**src/rtl/fp_div_writeback.sv**
```systemverilog
// Purpose: result-side controller for the enable-gated FP divider; shadows valid/tag through the divider pipe and buffers results.
// Latency: an issue accepted in cycle c presents out_valid in cycle c+LATENCY+1 when nothing stalls.
// Backpressure: a full FIFO with a valid tail freezes the divider and issue via div_enable; results are never dropped.
module fp_div_writeback #(
    parameter int DATA_WIDTH = 32,
    parameter int TAG_WIDTH  = 8,
    parameter int LATENCY    = 15,
    parameter int FIFO_DEPTH = 4
) (
    input  logic                  clk,
    input  logic                  rst,
    input  logic                  flush,
    input  logic                  issue_valid,
    input  logic [TAG_WIDTH-1:0]  issue_tag,
    output logic                  issue_ready,
    output logic                  div_enable,
    input  logic [DATA_WIDTH-1:0] div_res,
    output logic                  out_valid,
    output logic [DATA_WIDTH-1:0] out_data,
    output logic [TAG_WIDTH-1:0]  out_tag,
    input  logic                  out_ready,
    output logic                  busy
);
    localparam int PW = $clog2(FIFO_DEPTH);
    localparam int CW = PW + 1;

    logic [LATENCY-1:0]    stg_vld;
    logic [TAG_WIDTH-1:0]  stg_tag [LATENCY];
    logic                  tail_vld;
    logic [TAG_WIDTH-1:0]  tail_tag;

    logic [DATA_WIDTH-1:0] mem_dat [FIFO_DEPTH];
    logic [TAG_WIDTH-1:0]  mem_tag [FIFO_DEPTH];
    logic [PW-1:0]         rd_ptr;
    logic [PW-1:0]         wr_ptr;
    logic [CW-1:0]         count;

    logic                  pop;
    logic                  push;
    logic                  can_push;

    assign tail_vld    = stg_vld[LATENCY-1];
    assign tail_tag    = stg_tag[LATENCY-1];

    assign out_valid   = (count != '0);
    assign pop         = out_valid && out_ready;
    // A pop frees a slot in the same cycle, so a full FIFO can still accept the tail.
    assign can_push    = (count < CW'(FIFO_DEPTH)) || pop;
    assign div_enable  = !tail_vld || can_push;
    assign issue_ready = div_enable;
    assign push        = tail_vld && div_enable;

    assign out_data    = mem_dat[rd_ptr];
    assign out_tag     = mem_tag[rd_ptr];
    assign busy        = (|stg_vld) || out_valid;

    // Valid bits mirror the divider stages and only advance when the divider does.
    always_ff @(posedge clk or negedge rst) begin
        if (!rst) begin
            stg_vld <= '0;
        end else if (flush) begin
            stg_vld <= '0;
        end else if (div_enable) begin
            stg_vld[0] <= issue_valid;
            for (int i = 1; i < LATENCY; i++) begin
                stg_vld[i] <= stg_vld[i-1];
            end
        end
    end

    always_ff @(posedge clk) begin
        if (div_enable) begin
            stg_tag[0] <= issue_tag;
            for (int i = 1; i < LATENCY; i++) begin
                stg_tag[i] <= stg_tag[i-1];
            end
        end
    end

    always_ff @(posedge clk or negedge rst) begin
        if (!rst) begin
            rd_ptr <= '0;
            wr_ptr <= '0;
            count  <= '0;
        end else if (flush) begin
            rd_ptr <= '0;
            wr_ptr <= '0;
            count  <= '0;
        end else begin
            if (push) begin
                wr_ptr <= wr_ptr + 1'b1;
            end
            if (pop) begin
                rd_ptr <= rd_ptr + 1'b1;
            end
            case ({push, pop})
                2'b10:   count <= count + 1'b1;
                2'b01:   count <= count - 1'b1;
                default: count <= count;
            endcase
        end
    end

    // Storage is cleared on reset so the head reads zero until the first push.
    always_ff @(posedge clk or negedge rst) begin
        if (!rst) begin
            for (int i = 0; i < FIFO_DEPTH; i++) begin
                mem_dat[i] <= '0;
                mem_tag[i] <= '0;
            end
        end else if (push && !flush) begin
            mem_dat[wr_ptr] <= div_res;
            mem_tag[wr_ptr] <= tail_tag;
        end
    end

    a_out_stable: assert property (@(posedge clk) disable iff (!rst)
        (out_valid && !out_ready && !flush) |=> (out_valid && $stable(out_data) && $stable(out_tag)));

    a_no_overflow: assert property (@(posedge clk) disable iff (!rst)
        count <= CW'(FIFO_DEPTH));

endmodule

```
**config.mk**
```make
export PLATFORM = sky130hd
export DESIGN_NAME = fp_div_writeback
export DESIGN_NICKNAME = d
export VERILOG_FILES = /design/src/rtl/fp_div_writeback.sv
export SDC_FILE = /design/constraint.sdc
export NUM_CORES = 1
export LEC_CHECK = 0
export BUFFER_PORTS_ARGS = -buffer_cell sky130_fd_sc_hd__buf_4
export CAP_MARGIN = 20
export CELL_PAD_IN_SITES_DETAIL_PLACEMENT = 1
export CELL_PAD_IN_SITES_GLOBAL_PLACEMENT = 2
export CORE_ASPECT_RATIO = 1.2
export CORE_MARGIN = 5
export CORE_UTILIZATION = 42
export DETAILED_ROUTE_END_ITERATION = 12
export PLACE_DENSITY = 0.84
export SYNTH_ARGS = -nofsm -noshare
export SYNTH_HDL_FRONTEND = slang
export SYNTH_SLANG_ARGS = --single-unit
```
**constraint.sdc**
```tcl
create_clock -name clk -period 3.5 [get_ports clk]
set_clock_uncertainty 0.15 [all_clocks]
set_input_delay 0.525 -clock clk [delete_from_list [all_inputs] [get_ports clk]]
set_output_delay 0.525 -clock clk [all_outputs]
set_load 0.03 [all_outputs]
```
## After elaboration in Yosys (flattened, before gate mapping)

Memories as Yosys holds them, arrays and structs flattened.
Cells that the tools add are included.

- Add/subtract/negate cells: 4
- Multiply operators: 0
- Div/mod/pow operators: 0
- $lt $le $gt $ge: 4
- Equal/unequal tests: 2
- Shifts and indexed selects: 0
- Muxes and demuxes: 22
- Bitwise gates (word level): 2
- Reductions and logical operators: 15

Operators with widths:

| cell | number |
|---|---|
| 128-bit bitwise mux | 1 |
| 32-bit two-way mux | 3 |
| 32-bit binary-select mux with 2-bit select | 1 |
| 32-bit demux with 2-bit select | 1 |
| 32-bit bitwise mux | 1 |
| 15-bit two-way mux | 2 |
| 8-bit two-way mux | 3 |
| 8-bit binary-select mux with 2-bit select | 1 |
| 8-bit demux with 2-bit select | 1 |
| 15-bit OR reduction | 1 |
| 2-bit two-way mux | 4 |
| 3-bit greater-or-equal comparator, second input constant | 2 |
| 2-bit NOT with 3-bit output | 2 |
| 3-bit case mux with 2 select lines | 1 |
| 2-bit nonzero test | 3 |
| 3-bit nonzero test | 2 |
| 2-bit by 1-bit adder with 2-bit output, second input constant | 2 |
| 1-bit logical AND | 4 |
| 3-bit by 1-bit adder with 3-bit output, second input constant | 1 |
| 1-bit logical OR | 3 |
| 3-bit by 1-bit < comparator with 1-bit output, second input constant | 1 |
| 3-bit < comparator, second input constant | 1 |
| 3-bit two-way mux | 1 |
| 3-bit by 1-bit subtractor with 3-bit output, second input constant | 1 |
| 4 further kinds | 6 |

- Register bits after elaboration: 182
- Latch bits: 0
- Bits in writable memories: 120
- ROM bits: 0
- Input bits: 45
- Output and inout bits: 44
- Word-level logic and storage cells: 62
- Memories: 1

Memories:

| memory | words | width | read ports | clocked after Yosys merged registers in | wr ports | RTL line | text |
|---|---|---|---|---|---|---|---|
| stg_tag | 15 | 8 | 15 | 0 | 15 | 28 | `logic [TAG_WIDTH-1:0] stg_tag [LATENCY];` |

## Depth between registers and ports, before layout

Gate-level depths: netlist of the first run.

- Word-level depth: 8
- Mapped depth: 7
- Gate-level depth less buffers: 6

## Worst setup path before layout of the first run

No wires, ideal clock.

- Path kind: input port to output port
- From: input port out_ready
- To: output port issue_ready
- Arrival time: 2.983 ns
- Required time: 2.825 ns
- Setup slack: -0.158 ns
- Cell stages on the path: 5
- Buffers on the path: 3
- Cell sequence: and3b_1 clkbuf_1 inv_1 buf_2 buf_4

- Cells in the longest elaborated chain, start to end: 3

RTL lines:

| item | RTL line | text |
|---|---|---|
| start: declaration | 21 | `input logic out_ready,` |
| 1-bit logical AND | 46 | `assign pop = out_valid && out_ready;` |
| 1-bit logical OR | 48 | `assign can_push = (count < CW'(FIFO_DEPTH)) \|\| pop;` |
| 1-bit logical OR | 49 | `assign div_enable = !tail_vld \|\| can_push;` |
| end: declaration | 15 | `output logic issue_ready,` |

No other way between the ends.

## Worst setup path after layout of the first run

- From: register rd_ptr[0]
- To: output port out_data[13]

- Cells in the longest elaborated chain, start to end: 4

RTL lines:

| item | RTL line | text |
|---|---|---|
| start: declaration | 34 | `logic [PW-1:0] rd_ptr;` |
| start signal: assignment | 94 | `rd_ptr <= rd_ptr + 1'b1;` |
| 2-bit NOT with 3-bit output (not written as such) | 53 | `assign out_data = mem_dat[rd_ptr];` |
| 32-bit binary-select mux with 2-bit select | 53 |  |
| 32-bit two-way mux (not written as such) (2 in a row) | 53 |  |
| end: declaration | 19 | `output logic [DATA_WIDTH-1:0] out_data,` |

No other way between the ends. The select of a mux whose other input is x is not followed.

==> reports/metrics.yaml, run 1 <==
status:
  status: "finished clean"
floorplanning:
  ios: 89
  die_y_um: 198
  core.rowCount: 68
  dieWidth_um: 167
  die-area_um2: 33000
  core-area_um2: 28900
  initial_utilization_pct: 42.7
sta:
  maxSlewViolCount: 0
  finalHoldViolCount: 0
  finalCritPeriodShare_pct: 88.9
  setup_violations: 0
  whs_ps: 69.5
  max_freq_mhz: 321
  worst_slack_ps: 389
  tns_ps: 0
  worst_pin_slew_ps: 694
  fin_crit_ps: 3110
  max-slew-margin-rel_pct: 53.7
  rsz0062_at_grt: "false"
clocking:
  path_clk_slew_ps: 60
  numClockSinks: 302
  numCtsBuffers: 31
  post_cts_resize_count: 0
  clockRootBuffer: "clkbuf_16"
  insertion_delay_ps: 550
  cts_buffer_depth: 3
  tritoncts: "built"
  htreeDepth: 1
detailed_routing:
  wirelength_um: 24200
  dr.pass1.iters: 4
  antenna_left: 0
  wl_per_cell_um: 20.9
  routed-via-count: 5957
  viasPerCell: 5.15
  drc_errors: 0
  drt_iter0_drc: 424
setup_path:
  crit_arrival_ps: 2440
  criticalPathCategory: "reg2out"
  critPathLaunchType: "register"
  worstPathRequired_ps: 2820
  endpoint_kind: "output port"
  worstPathMaxFanout: 20
pwr:
  ir_drop_uv: 485
  pwr-share-clk_pct: 45.1
  pwr-share-seq_pct: 53.0
  switching_share_pct: 20.1
  internal_power_mw: 5.72
  p_leak_nw: 6.82
  pwr-share-comb_pct: 1.9
  powerDensity_nw_per_um2: 492
  switchingPower_mw: 1.43
final_layout:
  multi_input_area_um2: 3910
  regArea_um2: 8160
  nNetsFinal: 798
  area_growth_pct: 17.5
  nFillCells: 2663
  drive_gt1_share_pct: 45.9
  num_antenna_cells: 0
  final_util_pct: 50.2
grt:
  grt_first_pass_wirelength_um: 39000
  gr-total-overflow: 0
  grt_pass1_vias: 6851
  grt_max_degree: 121
  antenna_found_initial: 0
  grt_usage_pct: 14.5
yosys:
  yosys.area_share.adder_pct: 0.567
  synth_nets: 692
  synth-main-ff-cell: "dfrtp_1"
  avgSynthCellArea_um2: 19.3
  netlist.area_leader.share_pct: 36.8
  synth_warnings: 0
  synth_simple_gate_area_share_pct: 2.76
  synthArstFlopShare_pct: 60.3
  synth-compound-area-share_pct: 1.40
  ys_ff_latch: 302
  synth_top_family_by_area: "multiplexers"
  synth_common_cells: "dfrtp_1 (182), mux2_4 (160), edfxtp_1 (120)"
  synth_top_cell_by_area: "dfrtp_1"
  synth-edff-count: 120
  syn_inst: 642
  synth.most_common_cell: "dfrtp_1"
  syn_area_um2: 12400
  synthMuxAreaShare_pct: 26.7
  synth.area.top_cells: "dfrtp_1 (37%), edfxtp_1 (29%), mux2_4 (19%), mux4_2 (7.3%), buf_6 (1.5%)"
  synth_seq_area_share_pct: 66.0
  yosys.cell_types.count: 38
  synth_xor_area_share_pct: 0.142
job:
  drv_cap: 0
placement:
  post-place-ws_ps: 902
  hpwl_um: 14800
  port-buffer-count: 88
  gp_congestion: 0.762
worst_hold_path:
  worstHoldPathType: "in2reg"
-- power groups by stage --
stage	logic [mW]	registers (mW)	clock network [mW]
floorplan	0.0177	3.84	0
global placement	0.123	3.85	0
detailed placement	0.132	3.86	0
CTS	0.140	3.79	3.32
global route	0.154	3.79	3.49
finish	0.136	3.79	3.23
-- logic make-up after synthesis --
logic type	count (synthesis)
adders and majority gates	5
AOI/OAI and AO/OA	30
muxes	200
and+or+nand+nor	60
DFF	302
xor gates and xnor gates	2
buffers and inverters	43
-- repair_timing --
item                                   CTS  global route
endpoints found under the hold margin   71             0
setup buffers                            0             0
hold buffers                             9             0
-- per-stage QoR --
step	cells	total power, mW	instance area (um^2)
2_1_floorplan	642	3.86	12400
3_3_place_gp	1091	3.97	13400
3_5_place_dp	1091	3.99	13400
4_1_cts	1157	7.25	14500
5_1_grt	1157	7.44	14500
6_report	1157	7.15	14500
-- worst paths after layout --
kind	startpoint	end	slack [ps]	depth (start not counted)
min in group asynchronous	rst	mem_dat[34]$_DFFE_PN0P_	390	2
worst min-delay path	issue_valid	stg_vld[0]$_DFFE_PN0P_	70	3
max in group asynchronous	rst	mem_tag[7]$_DFFE_PN0P_	2000	3
worst min register to register	stg_tag[1][41]$_DFFE_PP_	stg_tag[1][49]$_DFFE_PP_	260	0
worst max register to register	count[1]$_DFFE_PN0P_	count[1]$_DFFE_PN0P_	970	6
worst max-delay path	rd_ptr[0]$_DFFE_PN0P_	out_data[13]	390	3
-- metal layers --
metal	GRT usage [%]	part of all wire [%]	wire (um)	vias to the layer above
met5	0	0	0	-
met4	3.85	2.2	534	0
met3	2.46	4.1	988	35
met2	25.7	51	12400	130
met1	18.7	42	10200	3190
li1	-	-	-	2602
-- cell type report --
| class | instances | share of cell area, % |
|---|---|---|
| sequential | 302 | 56.2 |
| clock buffer | 44 | 5.81 |
| timing repair buffer | 110 | 6.55 |
| clock inverter | 13 | 1.09 |
| inverter | 6 | 0.189 |
| tap | 385 | 3.32 |
| multi-input combinational | 297 | 26.9 |
-- registers in the layout (all words and copies together) (netlist names) --
signal and count:
mem_dat 128, stg_tag 120, mem_tag 32, stg_vld 15, count 3, rd_ptr 2
wr_ptr 2
-- critical path, stage by stage, from the launching register on --
cell and delay (ps):
dfrtp_2 820, buf_4 340, mux4_2 540, buf_4 190
-- placed cells by master, fill, tap and decap left out, drive strengths merged, types with 2 or more instances in the layout --
cell type / netlist / layout
dfrtp: 182 / 182
mux2: 160 / 160
edfxtp: 120 / 120
buf: 29 / 101
clkbuf: 8 / 44
mux4: 40 / 40
nand2: 29 / 29
a21oi: 19 / 19
dlygate4sd3: 0 / 9
inv: 6 / 7
nor2: 6 / 6
nand3: 6 / 6
clkinv: 0 / 6
o21ai: 4 / 4
ha: 4 / 4
nand2b: 4 / 4
nor4: 3 / 3
bufinv: 0 / 3
clkinvlp: 0 / 3
nor3: 2 / 2
or4: 2 / 2
xor2: 2 / 2
nor2b: 2 / 2
(Power assumes the default switching activity.)
==> run 2, diff against run 1 <==
--- a/config.mk
+++ b/config.mk
@@ -13,6 +13,7 @@
 export CORE_MARGIN = 5
 export CORE_UTILIZATION = 42
 export DETAILED_ROUTE_END_ITERATION = 12
+export MAX_ROUTING_LAYER = met4
 export PLACE_DENSITY = 0.84
 export SYNTH_ARGS = -nofsm -noshare
 export SYNTH_HDL_FRONTEND = slang
==> reports/metrics.yaml, run 2 (synthesized netlist as in run 1, its figures left out) <==
grt:
  grt_first_pass_wirelength_um: 39000
  gr-total-overflow: 0
  grt_pass1_vias: 6836
  grt_usage_pct: 15.0
  grt_max_degree: 121
  antenna_found_initial: 0
setup_path:
  slowest_stage: "dfrtp_2"
  timing.rr.start: "count[1]$_DFFE_PN0P_"
  worstPathMaxFanout: 20
  r2r_end: "count[1]$_DFFE_PN0P_"
  ff2ff_path_depth: 6
  worstPathRequired_ps: 2820
  critPathLaunchType: "register"
  path_delay_family: "flip-flops"
  cp_slowest_stage_delay_ps: 820
  criticalPathCategory: "reg2out"
  reg2reg_slack_ps: 940
  path_cells: "buf_4 -> mux4_2 -> buf_4"
  crit_buf_inv: 2
  endpoint_kind: "output port"
  crit_top_cell: "buf_4"
  crit_arrival_ps: 2440
worst_hold_path:
  hold_path_end: "stg_vld[0]$_DFFE_PN0P_"
  worstHoldPathType: "in2reg"
  holdPathStages: 3
  min_from: "issue_valid"
placement:
  hpwl_um: 14800
  gp_congestion: 0.772
  place_area_um2: 13400
  port-buffer-count: 88
detailed_routing:
  drt_iter0_drc: 375
  wl_per_cell_um: 20.9
  dr.pass1.iters: 5
  viasPerCell: 5.10
  wirelength_um: 24200
  drc_errors: 0
  routed-via-count: 5904
  antenna_left: 0
sta:
  finalCritPeriodShare_pct: 89.1
  max-slew-margin-rel_pct: 53.0
  tns_ps: 0
  rsz0062_at_grt: "false"
  finalHoldViolCount: 0
  worst_pin_slew_ps: 705
  maxSlewViolCount: 0
  max_freq_mhz: 321
  setup_violations: 0
  fin_crit_ps: 3120
floorplanning:
  core.rowCount: 68
  die-area_um2: 33000
  core-area_um2: 28900
  die_y_um: 198
  dieWidth_um: 167
  ios: 89
  initial_utilization_pct: 42.7
pwr:
  ir_drop_uv: 485
  p_leak_nw: 6.82
  powerDensity_nw_per_um2: 492
final_layout:
  largest_register_ffs: 128
  nFillCells: 2663
  layout_common_cells: "dfrtp_1 (180), mux2_4 (160), edfxtp_1 (120), buf_4 (92), mux4_2 (40)"
  num_antenna_cells: 0
  layout_commonest_cell: "dfrtp_1"
  area_growth_pct: 17.5
  stdcell_area_um2: 14500
  drive_gt1_share_pct: 45.9
  nNetsFinal: 798
  reg_top3: "mem_dat x128, stg_tag x120, mem_tag x32"
  regMostFlops: "mem_dat"
status:
  status: "finished clean"
clocking:
  tritoncts: "built"
  numClockSinks: 302
  clockRootBuffer: "clkbuf_16"
  path_clk_slew_ps: 60
  numCtsBuffers: 31
  insertion_delay_ps: 560
  cts_buffer_depth: 3
  post_cts_resize_count: 0
  htreeDepth: 1
job:
  drv_cap: 0
[run 2: cell counts in the layout (fill, tap and decap cells not counted)]
No cell type changed its count.
[run 2: through the flow]
step | std cells | hold slack (ps) | utilization [%] | power [mW] | worst slack, ps
5_1_grt | 1157 | 57.6 | 50.2 | 7.44 | 222
2_1_floorplan | 642 | 79.4 | - | 3.86 | 578
3_3_place_gp | 1091 | 254 | 46.4 | 3.97 | 953
4_1_cts | 1157 | 48.7 | 50.2 | 7.25 | 293
6_report | 1157 | 68.0 | 50.2 | 7.15 | 382
3_5_place_dp | 1091 | 256 | 46.4 | 3.99 | 902
[run 2: cell type report]
cell class	instances	area, um^2	share of cell area, %
flip-flops and latches	302	8160	56.2
multi-input cells	297	3910	26.9
repair buffers	110	952	6.55
clock buffers	44	845	5.81
well taps	385	482	3.32
clock inverters	13	158	1.09
inverters	6	27.5	0.189
[run 2: what timing repair did]
action / CTS / global route
hold buffers: 9 / 0
endpoints found under the hold margin: 71 / 0
buffers inserted: 0 / 0
[run 2: worst max-delay path by stage]
stage	start	endpoint	cells after the start
floorplan	out_ready	issue_ready	5
global placement	rd_ptr[0]$_DFFE_PN0P_	out_data[11]	3
detailed placement	flush	mem_tag[18]$_DFFE_PN0P_	5
CTS	rd_ptr[0]$_DFFE_PN0P_	out_data[13]	3
global route	rd_ptr[0]$_DFFE_PN0P_	out_data[13]	3
finish	rd_ptr[0]$_DFFE_PN0P_	out_data[13]	3
[run 2: worst register-to-register path, cell delays in order, from the launching register on]
cell     delay, ps
dfrtp_1        490
nor3_1         450
nor2_1         130
fa_1           520
nor3b_1         60
o21ai_0        220
nor4b_1        390
[run 2: routing by layer]
layer  vias to the layer above  share of wire [%]  global-route usage, %
met5                         -                  0                      -
met4                         0                2.1                   3.85
met3                        33                3.8                   2.38
met2                       124                 52                   25.7
met1                      3151                 42                   18.7
li1                       2596                  -                      -
[run 2: report_power, final]
group          leakage, nW  switching, mW  internal (mW)
sequential            3.81         0.0269           3.76
clock                0.479           1.33           1.90
combinational         2.53         0.0831         0.0531
==> run 3, diff against run 2 <==
--- a/config.mk
+++ b/config.mk
@@ -6,11 +6,9 @@
 export NUM_CORES = 1
 export LEC_CHECK = 0
 export BUFFER_PORTS_ARGS = -buffer_cell sky130_fd_sc_hd__buf_4
-export CAP_MARGIN = 20
 export CELL_PAD_IN_SITES_DETAIL_PLACEMENT = 1
 export CELL_PAD_IN_SITES_GLOBAL_PLACEMENT = 2
 export CORE_ASPECT_RATIO = 1.2
-export CORE_MARGIN = 5
 export CORE_UTILIZATION = 42
 export DETAILED_ROUTE_END_ITERATION = 12
 export MAX_ROUTING_LAYER = met4
==> reports/metrics.yaml, run 3 (synthesized netlist as in run 1, its figures left out) <==
pwr:
  pwr-share-comb_pct: 1.9
  switchingPower_mw: 1.44
  powerDensity_nw_per_um2: 494
  pwr-share-clk_pct: 45.2
  switching_share_pct: 20.2
  p_leak_nw: 6.81
  internal_power_mw: 5.71
  pwr-share-seq_pct: 52.9
  ir_drop_uv: 454
sta:
  fin_crit_ps: 3090
  maxSlewViolCount: 0
  finalHoldViolCount: 0
  worst_pin_slew_ps: 944
  setup_violations: 0
  tns_ps: 0
  finalCritPeriodShare_pct: 88.3
  max_freq_mhz: 324
  rsz0062_at_grt: "false"
  max-slew-margin-rel_pct: 37.1
clocking:
  numCtsBuffers: 31
  post_cts_resize_count: 0
  path_clk_slew_ps: 60
  htreeDepth: 1
  cts_setup_buffers: 0
  numClockSinks: 302
  insertion_delay_ps: 560
  cts_buffer_depth: 3
  tritoncts: "built"
  clockRootBuffer: "clkbuf_16"
grt:
  grt_pass1_vias: 6766
  grt_max_degree: 134
  grt_first_pass_wirelength_um: 38800
  antenna_found_initial: 0
  gr-total-overflow: 0
  grt_usage_pct: 17.1
detailed_routing:
  antenna_left: 0
  drc_errors: 0
  drt_iter0_drc: 233
  routed-via-count: 5911
  wirelength_um: 23900
  dr.pass1.iters: 4
  wl_per_cell_um: 20.7
  viasPerCell: 5.11
final_layout:
  layout_commonest_cell: "dfrtp_1"
  regArea_um2: 8160
  drive_gt1_share_pct: 45.5
  regMostFlops: "mem_dat"
  num_antenna_cells: 0
  nFillCells: 2658
  nNetsFinal: 797
  largest_register_ffs: 128
  reg_top3: "mem_dat x128, stg_tag x120, mem_tag x32"
  multi_input_area_um2: 3910
  area_growth_pct: 17.1
  final_util_pct: 50.2
  layout_common_cells: "dfrtp_1 (180), mux2_4 (160), edfxtp_1 (120), buf_4 (94), mux4_2 (40)"
floorplanning:
  die-area_um2: 30100
  initial_utilization_pct: 42.9
  core-area_um2: 28800
  die_y_um: 190
  core.rowCount: 68
  ios: 89
  dieWidth_um: 159
setup_path:
  critPathLaunchType: "register"
  reg2reg_slack_ps: 940
  crit_top_cell: "buf_4"
  worstPathRequired_ps: 2820
  crit_buf_inv: 2
  worstPathMaxFanout: 16
  slowest_stage: "dfrtp_2"
  endpoint_kind: "output port"
  ff2ff_path_depth: 3
  criticalPathCategory: "reg2out"
  timing.rr.start: "stg_vld[14]$_DFFE_PN0P_"
  path_delay_family: "flip-flops"
  r2r_end: "mem_tag[14]$_DFFE_PN0P_"
  cp_slowest_stage_delay_ps: 760
  path_cells: "buf_4 -> mux4_2 -> buf_4"
  startpoint: "rd_ptr[0]$_DFFE_PN0P_"
  crit_arrival_ps: 2420
worst_hold_path:
  hold_path_end: "stg_vld[0]$_DFFE_PN0P_"
  holdPathStages: 3
  min_from: "issue_valid"
  worstHoldPathType: "in2reg"
placement:
  port-buffer-count: 88
  hpwl_um: 14600
  gp_congestion: 0.729
status:
  status: "finished clean"
job:
  drv_cap: 0
## run 3: layer usage
layer  vias up  share of wire [%]  GRT usage, %
li1       2596                  -             -
met1      3147                 43          22.1
met2       132                 51          28.3
met3        36                4.2          2.69
met4         0                1.8          4.51
met5         -                  0             -
## run 3: worst register-to-register path, cell delays in order (launching register included)
cell	delay, ps
dfrtp_1	600
and2b_2	360
nand3_4	730
mux2_4	610
## run 3: how the worst max path moves through the flow
| stage | slack, ps | cells past startpoint | endpoint |
|---|---|---|---|
| floorplan | 580 | 5 | issue_ready |
| global placement | 810 | 4 | mem_dat[35]$_DFFE_PN0P_ |
| detailed placement | 760 | 4 | mem_tag[14]$_DFFE_PN0P_ |
| CTS | 300 | 3 | out_data[26] |
| global route | 270 | 3 | out_data[26] |
| finish | 410 | 3 | out_data[26] |
## run 3: layout make-up
cell class	count	share of cell area, %
sequential	302	56.4
multi-input combinational	297	27.0
timing repair buffer	109	6.27
clock buffer	45	5.86
tap	385	3.33
clock inverter	13	1.03
inverter	6	0.190
## run 3: timing repair
item,in CTS,in global routing
endpoints found under the hold margin,61,0
endpoints found under the setup margin,0,0
hold buffers,9,0
## run 3: per-stage QoR
stage | cells | hold slack (ps) | power, mW | cell area (um^2) | setup WS, ps
final | 1157 | 69.1 | 7.16 | 14500 | 410
after global routing | 1157 | 57.0 | 7.39 | 14500 | 272
after CTS | 1157 | 44.4 | 7.24 | 14500 | 304
after detailed placement | 1090 | 255 | 3.98 | 13400 | 759
after global placement | 1090 | 251 | 3.97 | 13400 | 805
after floorplan | 642 | 79.4 | 3.86 | 12400 | 578
## run 3: power groups by stage
stage          Sequential (mW)  Clock [mW]  Combinational (mW)
2_1_floorplan             3.84           0              0.0177
3_3_place_gp              3.85           0               0.120
3_5_place_dp              3.86           0               0.128
4_1_cts                   3.79        3.32               0.137
5_1_grt                   3.79        3.45               0.148
6_report                  3.79        3.24               0.134
